[config.mk]
export PLATFORM = sky130hd
export DESIGN_NAME = mdu_iter
export DESIGN_NICKNAME = d
export VERILOG_FILES = /design/src/rtl/mdu_pkg.sv /design/src/rtl/mdu_div_step.sv /design/src/rtl/mdu_iter.sv
export SDC_FILE = /design/constraint.sdc
export NUM_CORES = 2
export LEC_CHECK = 0
export ABC_CLOCK_PERIOD_IN_PS = 5650
export CAP_MARGIN = 5
export CORE_MARGIN = 2
export CORE_UTILIZATION = 35
export CTS_BUF_LIST = sky130_fd_sc_hd__clkbuf_2
export DETAILED_ROUTE_END_ITERATION = 10
export GPL_ROUTABILITY_DRIVEN = 0
export GPL_TIMING_DRIVEN = 1
export HOLD_SLACK_MARGIN = 0.12
export PLACE_DENSITY = 0.48
export SLEW_MARGIN = 30
export SYNTH_ARGS = -nofsm -noshare
export SYNTH_HDL_FRONTEND = slang
export SYNTH_SLANG_ARGS = --single-unit
export TNS_END_PERCENT = 20
[constraint.sdc]
create_clock -name clk -period 5.65 [get_ports clk]
set_input_delay 1.13 -clock clk [delete_from_list [all_inputs] [get_ports clk]]
set_output_delay 1.13 -clock clk [all_outputs]
set_load 0.005 [all_outputs]
[src/rtl/mdu_pkg.sv]
// Shared encodings for the iterative multiply/divide unit: RV M func3 codes, FSM states, default width.
package mdu_pkg;

  localparam int XLEN_DEFAULT = 64;

  localparam logic [2:0] F3_MUL    = 3'b000;
  localparam logic [2:0] F3_MULH   = 3'b001;
  localparam logic [2:0] F3_MULHSU = 3'b010;
  localparam logic [2:0] F3_MULHU  = 3'b011;
  localparam logic [2:0] F3_DIV    = 3'b100;
  localparam logic [2:0] F3_DIVU   = 3'b101;
  localparam logic [2:0] F3_REM    = 3'b110;
  localparam logic [2:0] F3_REMU   = 3'b111;

  typedef enum logic [1:0] {
    IDLE = 2'd0,
    BUSY = 2'd1,
    DONE = 2'd2
  } state_t;

endpackage

[src/rtl/mdu_div_step.sv]
// One combinational restoring-division step: shift in a dividend bit, trial-subtract the divisor.
// Purely combinational, no flow control.
module mdu_div_step
  import mdu_pkg::*;
#(
  parameter int XLEN = XLEN_DEFAULT
) (
  input  logic [XLEN-1:0] i_rem,
  input  logic            i_dbit,
  input  logic [XLEN-1:0] i_dvsr,
  output logic [XLEN-1:0] o_rem,
  output logic            o_qbit
);

  logic [XLEN:0] w_shift;

  assign w_shift = {i_rem, i_dbit};
  assign o_qbit  = (w_shift >= {1'b0, i_dvsr});
  // The difference is below the divisor whenever it is kept, so it always fits XLEN bits.
  assign o_rem   = o_qbit ? XLEN'(w_shift - {1'b0, i_dvsr}) : w_shift[XLEN-1:0];

endmodule

[src/rtl/mdu_iter.sv]
// Iterative RV64M mul/div: N+1 BUSY cycles (N=64, 32 for W ops), 1 cycle for div-by-zero/overflow.
// ready low while busy, one-cycle valid+ready pulse in DONE; MDU_ZERO_SKIP_EN short-circuits zero multiplies.
module mdu_iter
  import mdu_pkg::*;
#(
  parameter int XLEN = XLEN_DEFAULT
) (
  input  logic            clk,
  input  logic            rst,
  input  logic            en,
  input  logic [XLEN-1:0] in0,
  input  logic [XLEN-1:0] in1,
  input  logic [2:0]      func3,
  input  logic            op_w,
  output logic            ready,
  output logic            valid,
  output logic [XLEN-1:0] out
);

  localparam int CW = $clog2(XLEN + 1);

  function automatic logic [XLEN-1:0] sext_w(input logic [31:0] v);
    return {{(XLEN-32){v[31]}}, v};
  endfunction

  function automatic logic [XLEN-1:0] zext_w(input logic [31:0] v);
    return {{(XLEN-32){1'b0}}, v};
  endfunction

  state_t            r_state, w_state_nxt;
  logic [CW-1:0]     r_cnt;
  logic              r_is_div, r_op_w, r_sel_rem, r_mul_hi, r_neg_q, r_neg_r;
  logic [2*XLEN-1:0] r_acc, r_mcand;
  logic [XLEN-1:0]   r_mplier, r_rem, r_quo, r_dvsr;

  // Request decode, valid only while sampling en in IDLE.
  logic            w_is_div, w_sgn_a, w_sgn_b, w_neg_a, w_neg_b;
  logic            w_div0, w_ovf, w_zero_mul, w_special;
  logic [XLEN-1:0] w_a, w_b, w_abs_a, w_abs_b, w_min, w_special_res;

  assign w_is_div = func3[2];
  assign w_sgn_a  = w_is_div ? !func3[0] : (op_w || func3 != F3_MULHU);
  assign w_sgn_b  = w_is_div ? !func3[0] : (op_w || func3 == F3_MUL || func3 == F3_MULH);
  assign w_a      = !op_w ? in0 : (w_sgn_a ? sext_w(in0[31:0]) : zext_w(in0[31:0]));
  assign w_b      = !op_w ? in1 : (w_sgn_b ? sext_w(in1[31:0]) : zext_w(in1[31:0]));
  assign w_neg_a  = w_sgn_a && w_a[XLEN-1];
  assign w_neg_b  = w_sgn_b && w_b[XLEN-1];
  assign w_abs_a  = w_neg_a ? -w_a : w_a;
  assign w_abs_b  = w_neg_b ? -w_b : w_b;
  assign w_min    = op_w ? sext_w(32'h8000_0000) : {1'b1, {(XLEN-1){1'b0}}};
  assign w_div0   = w_is_div && (w_b == '0);
  assign w_ovf    = w_is_div && !func3[0] && (w_a == w_min) && (w_b == '1);

`ifdef MDU_ZERO_SKIP_EN
  assign w_zero_mul = !w_is_div && (w_a == '0 || w_b == '0);
`else
  assign w_zero_mul = 1'b0;
`endif

  assign w_special = w_div0 || w_ovf || w_zero_mul;

  always_comb begin
    w_special_res = '0;
    if (w_div0)
      w_special_res = func3[1] ? (op_w ? sext_w(in0[31:0]) : in0) : '1;
    else if (w_ovf && !func3[1])
      w_special_res = w_a;
  end

  // Shared datapath steps and the sign fix-up applied on BUSY exit.
  logic [XLEN-1:0]   w_rem_nxt, w_quo_fix, w_rem_fix, w_res_raw, w_res;
  logic              w_qbit;
  logic [2*XLEN-1:0] w_prod_fix;

  mdu_div_step #(.XLEN(XLEN)) u_div_step (
    .i_rem  (r_rem),
    .i_dbit (r_quo[XLEN-1]),
    .i_dvsr (r_dvsr),
    .o_rem  (w_rem_nxt),
    .o_qbit (w_qbit)
  );

  assign w_prod_fix = r_neg_q ? -r_acc : r_acc;
  assign w_quo_fix  = r_neg_q ? -r_quo : r_quo;
  assign w_rem_fix  = r_neg_r ? -r_rem : r_rem;
  assign w_res_raw  = r_is_div ? (r_sel_rem ? w_rem_fix : w_quo_fix)
                               : (r_mul_hi ? w_prod_fix[2*XLEN-1:XLEN] : w_prod_fix[XLEN-1:0]);
  assign w_res      = r_op_w ? sext_w(w_res_raw[31:0]) : w_res_raw;

  always_ff @(posedge clk) begin
    if (rst) r_state <= IDLE;
    else     r_state <= w_state_nxt;
  end

  always_comb begin
    w_state_nxt = r_state;
    case (r_state)
      IDLE:    if (en) w_state_nxt = w_special ? DONE : BUSY;
      BUSY:    if (r_cnt == '0) w_state_nxt = DONE;
      DONE:    w_state_nxt = IDLE;
      default: w_state_nxt = IDLE;
    endcase
  end

  assign ready = (r_state == IDLE && !en) || (r_state == DONE);
  assign valid = (r_state == DONE);

  always_ff @(posedge clk) begin
    if (rst) begin
      r_cnt     <= '0;
      r_is_div  <= 1'b0;
      r_op_w    <= 1'b0;
      r_sel_rem <= 1'b0;
      r_mul_hi  <= 1'b0;
      r_neg_q   <= 1'b0;
      r_neg_r   <= 1'b0;
      r_acc     <= '0;
      r_mcand   <= '0;
      r_mplier  <= '0;
      r_rem     <= '0;
      r_quo     <= '0;
      r_dvsr    <= '0;
      out       <= '0;
    end else begin
      case (r_state)
        IDLE: if (en) begin
          r_cnt     <= op_w ? CW'(32) : CW'(XLEN);
          r_is_div  <= w_is_div;
          r_op_w    <= op_w;
          r_sel_rem <= func3[1];
          r_mul_hi  <= !op_w && (func3[1:0] != 2'b00);
          r_neg_q   <= w_neg_a ^ w_neg_b;
          r_neg_r   <= w_neg_a;
          r_acc     <= '0;
          r_mcand   <= {{XLEN{1'b0}}, w_abs_a};
          r_mplier  <= w_abs_b;
          r_rem     <= '0;
          // W dividends are left-aligned so the step always consumes bit XLEN-1.
          r_quo     <= op_w ? {w_abs_a[31:0], {(XLEN-32){1'b0}}} : w_abs_a;
          r_dvsr    <= w_abs_b;
          if (w_special) out <= w_special_res;
        end
        BUSY: begin
          if (r_cnt != '0) begin
            r_cnt <= r_cnt - CW'(1);
            if (r_is_div) begin
              r_rem <= w_rem_nxt;
              r_quo <= {r_quo[XLEN-2:0], w_qbit};
            end else begin
              if (r_mplier[0]) r_acc <= r_acc + r_mcand;
              r_mcand  <= r_mcand << 1;
              r_mplier <= r_mplier >> 1;
            end
          end else begin
            out <= w_res;
          end
        end
        DONE:    out <= '0;
        default: out <= '0;
      endcase
    end
  end

endmodule

==> run summary <==
The path with the worst hold slack has its endpoint at r_dvsr[0]$_SDFFE_PP0P_. The via count of the first global-routing pass came out at 46.96k. The number of iterations in the first detailed-routing pass is 7. Counting flops with a built-in enable in the synthesized netlist gives 0.

The top cell types in the final layout, fill and taps aside, are sky130_fd_sc_hd__nor2_1 (800), sky130_fd_sc_hd__nand2_1 (673), sky130_fd_sc_hd__a21oi_1 (634). The number of synthesized register bits came out at 591. After the first detailed-routing iteration, the DRC count stood at 7,196.

Clock tree synthesis found a total of 591 sinks. The initial antenna violation count came out at 22. Along the worst hold path, the cell count comes to 4. No sink is reached through more buffers than the 3 on the longest clock path. Max-cap violations in this run came to 0. The detail-routed via count per cell is 6.165. Once routing completed, OpenROAD measured the worst setup slack at 0.4443 ns. The worst setup path is launched from a flip-flop. The portion of total power attributed to combinational logic is 40.5%.

The level count of the clock H-tree is 4. The portion of total power attributed to the clock network is 24.4%. The wire length of the first global-routing pass came out at 335,600 um. Net switching is 46.42% of the power. The total wire length after detailed routing came out at 235,200 um. The total global routing track utilization is 33.51%. When the netlist entered floorplanning its net count stood at 6,788. The register-to-register setup slack is 0.44 ns.

In this run the critical register-to-register path is launched from r_quo[3]$_SDFFE_PP0P_. The total of endpoints with negative setup slack in the final report is 0. In the synthesized netlist, the number of instances is 6,452. The mapped cell area came out at 0.04609 mm^2.

The most common library cell in the layout ignoring fill and taps is sky130_fd_sc_hd__nor2_1. The floorplan step defined a die boundary enclosing 0.1346 mm^2. Data on the critical path arrives at its endpoint at 6.82 ns. Setup repair after global routing left no endpoint under its margin.

The start point of the worst hold path is in1[0]. The time the final worst path needs with I/O delays and setup came out at 5.206 ns. STA puts the critical path data required time at 7.26 ns. The count of final max-slew check failures came out at 0. Across all layers, the routed design uses 52.22k vias. Measured against its own limit, the worst slew margin works out to 16.79%. Across the routed clock network, the largest skew measured is 0.1832 ns. For this run, the number of Yosys warnings is 0. The count of nets left with antenna violations once routing finished came out at 0. The post-detailed-placement cell area is 0.05035 mm^2. The floorplan die height came out at 366.9 um. The path class of the tightest hold or removal check is in -> reg.

Compared with the post-synthesis result, the final layout area differs by 12.92%. The placeable core region came out at 0.1311 mm^2. The switching component of the power is 6687 uW.

At the end of the flow, the number of nets in the layout was 6,910. The final instance area came out at 0.05205 mm^2. Once detailed placement completed, the half-perimeter wirelength came to 183,100 um.

The prevailing post-synth register cell is sky130_fd_sc_hd__dfxtp_1. At the pin with the least slew margin, the transition time is 1.248 ns. TritonCTS built the clock tree. The final critical-path share of the clock period came out at 92.14%. The final routed wire length divided by cell count is 27.77 um.

Adding up every negative setup slack in the final design gives 0 ns. The sum of overflow across all layers after global routing came out at 0. The setup path with the least slack is of type reg -> reg. The chip width is 366.9 um. A synthesized cell averages 7.144 um^2. The I/O pin count came out at 201. STA classifies the critical path endpoint as a flip-flop. The remaining routing DRC violations came out at 0. The clock network latency to the later pin of the worst-skew pair is 1.73 ns. Cells with a size suffix above 1 make up 8.600% of the layout.

The highest ir drop seen on vdd came out at 0.2344 mV. The number of buffers created by CTS came out at 177. The worst slack at placement came out at 0.1181 ns. Cells fill 39.69% of the core in the end. Summed over all cells, the static leakage comes to 0.02043 uW.

The pin count of the biggest net entering global routing came out at 172. The tree is rooted in a sky130_fd_sc_hd__clkbuf_2. The number of input and output port buffers inserted is 200. After clock tree synthesis, the clock-pin slew on the worst setup and hold paths is 0.10 ns. The achievable clock frequency is 192.1 MHz. The count of unique library cells instantiated by Yosys came out at 89. The number of endpoints with negative hold slack in the final report is 0. The power density relative to cell area came out at 276.7 mW/mm^2. The run finished with clean final reports.

The worst register-to-register path ends at out[56]$_SDFFE_PP0P_. The highest net fanout along the worst path is 7. The share of total power dissipated in sequential elements is 35.1%. The internal power of the cells totals 7717 uW. The share of synthesized flip-flops with an asynchronous set or reset is 0%. The total number of placement rows is 133. Once the floorplan was initialized, standard cells occupied 35.15% of the core.

The worst-case reg-to-reg path depth came out at 11. The share of the yosys chip area belonging to registers came out at 25.67%.
## sequential cells by signal (all words and copies together), names as in the netlist
signal	count
r_acc	128
r_rem	64
r_mul_hi	1
out	64
r_mplier	64
r_cnt	7
r_dvsr	64
r_neg_r	1
r_neg_q	1
r_quo	64
r_state	2
r_op_w	1
r_mcand	128
r_is_div	1
r_sel_rem	1
## cell type report
class	instances	area (um^2)
fillers	14040	79080
multi-input cells	5246	32150
flip-flops and latches	591	11840
repair buffers	392	3638
well taps	1755	2196
clock buffers	257	1286
inverters	166	623.1
clock inverters	46	276.5
diodes	16	40.04
## worst max-delay path, stage by stage, from the launching register on
cell                       delay [ns]
sky130_fd_sc_hd__dfxtp_1         0.38
sky130_fd_sc_hd__nor4_1          0.70
sky130_fd_sc_hd__nand4b_1        0.42
sky130_fd_sc_hd__or3_1           0.61
sky130_fd_sc_hd__or4_1           0.73
sky130_fd_sc_hd__nor4_1          0.56
sky130_fd_sc_hd__nand2_1         0.32
sky130_fd_sc_hd__o31ai_1         0.31
sky130_fd_sc_hd__xor2_1          0.17
sky130_fd_sc_hd__a221oi_1        0.62
sky130_fd_sc_hd__a21oi_1         0.14
sky130_fd_sc_hd__o21ai_0         0.14
## power groups by stage
| stage | Sequential (uW) | Clock (uW) | Combinational, uW |
|---|---|---|---|
| after global routing | 5080 | 3800 | 6160 |
| final | 5050 | 3520 | 5830 |
| after global placement | 5110 | 0 | 5550 |
| after floorplan | 4890 | 0 | 3550 |
| after detailed placement | 5110 | 0 | 5570 |
| after CTS | 5020 | 3610 | 5600 |
## cell usage after synthesis, types with 53 or more instances
| master | instances | area, um^2 |
|---|---|---|
| sky130_fd_sc_hd__o31ai_1 | 110 | 825.8 |
| sky130_fd_sc_hd__nand2_1 | 675 | 2534 |
| sky130_fd_sc_hd__a21o_1 | 117 | 878.3 |
| sky130_fd_sc_hd__nor2_1 | 807 | 3029 |
| sky130_fd_sc_hd__clkbuf_1 | 419 | 1573 |
| sky130_fd_sc_hd__or4_1 | 71 | 533.0 |
| sky130_fd_sc_hd__a221oi_1 | 53 | 464.2 |
| sky130_fd_sc_hd__o21bai_1 | 61 | 457.9 |
| sky130_fd_sc_hd__nor4_1 | 68 | 425.4 |
| sky130_fd_sc_hd__nor3_1 | 180 | 900.9 |
| sky130_fd_sc_hd__nand4_1 | 107 | 669.4 |
| sky130_fd_sc_hd__a21oi_1 | 637 | 3188 |
| sky130_fd_sc_hd__o211ai_1 | 66 | 495.5 |
| sky130_fd_sc_hd__ha_1 | 199 | 2490 |
| sky130_fd_sc_hd__inv_1 | 166 | 623.1 |
| sky130_fd_sc_hd__o41ai_1 | 58 | 508.0 |
| sky130_fd_sc_hd__xnor2_1 | 248 | 2172 |
| sky130_fd_sc_hd__nand3_1 | 76 | 380.4 |
| sky130_fd_sc_hd__xor2_1 | 253 | 2216 |
| sky130_fd_sc_hd__o21ai_0 | 561 | 2808 |
| sky130_fd_sc_hd__a22oi_1 | 139 | 1044 |
| sky130_fd_sc_hd__or3_1 | 63 | 394.1 |
| sky130_fd_sc_hd__a211oi_1 | 121 | 908.4 |
| sky130_fd_sc_hd__a31oi_1 | 53 | 331.6 |
| sky130_fd_sc_hd__dfxtp_1 | 591 | 11830 |
## worst max-delay path by stage
| stage | endpoint | cells after the start | from |
|---|---|---|---|
| 4_1_cts | r_rem[60]$_SDFFE_PP0P_ | 14 | r_rem[6]$_SDFFE_PP0P_ |
| 3_5_place_dp | out[24]$_SDFFE_PP0P_ | 13 | in1[2] |
| 5_1_grt | out[56]$_SDFFE_PP0P_ | 11 | r_quo[3]$_SDFFE_PP0P_ |
| 6_report | out[56]$_SDFFE_PP0P_ | 11 | r_quo[3]$_SDFFE_PP0P_ |
| 3_3_place_gp | out[14]$_SDFFE_PP0P_ | 13 | in1[2] |
| 2_1_floorplan | out[37]$_SDFFE_PP0P_ | 13 | in1[2] |
## metal layers
layer	GRT usage (%)	up-vias	part of all wire [%]
li1	-	23840	-
met1	47.15	24890	44
met2	45.29	2991	39
met3	10.06	483	12
met4	17.21	10	5.7
met5	1.318	-	0.12
## cells by family after synthesis
group           Yosys count  share of synthesized area, %
fa+ha+maj               201                         5.489
compound gates         2225                         30.39
flops                   591                         25.67
xor+xnor                501                         9.520
buf+inv                 615                         5.076
mux                      66                         1.501
simple gates           2253                         22.35
## metrics by stage
step,hold WS [ns],instances,power (uW)
4_1_cts,0.1351,8451,14230
3_5_place_dp,0.4484,8146,10690
5_1_grt,0.2719,8459,15050
3_3_place_gp,0.4424,8143,10670
6_report,0.3289,8469,14400
2_1_floorplan,0.4319,6452,8436
## repair_timing
action                                 4_1_cts  5_1_grt
resized for setup                            0        0
endpoints found under the hold margin       65        0
hold buffers                                 2        0
setup endpoints to repair                    0        0
setup buffers                                0        0
No activity file was read; power rests on OpenSTA's default activity.
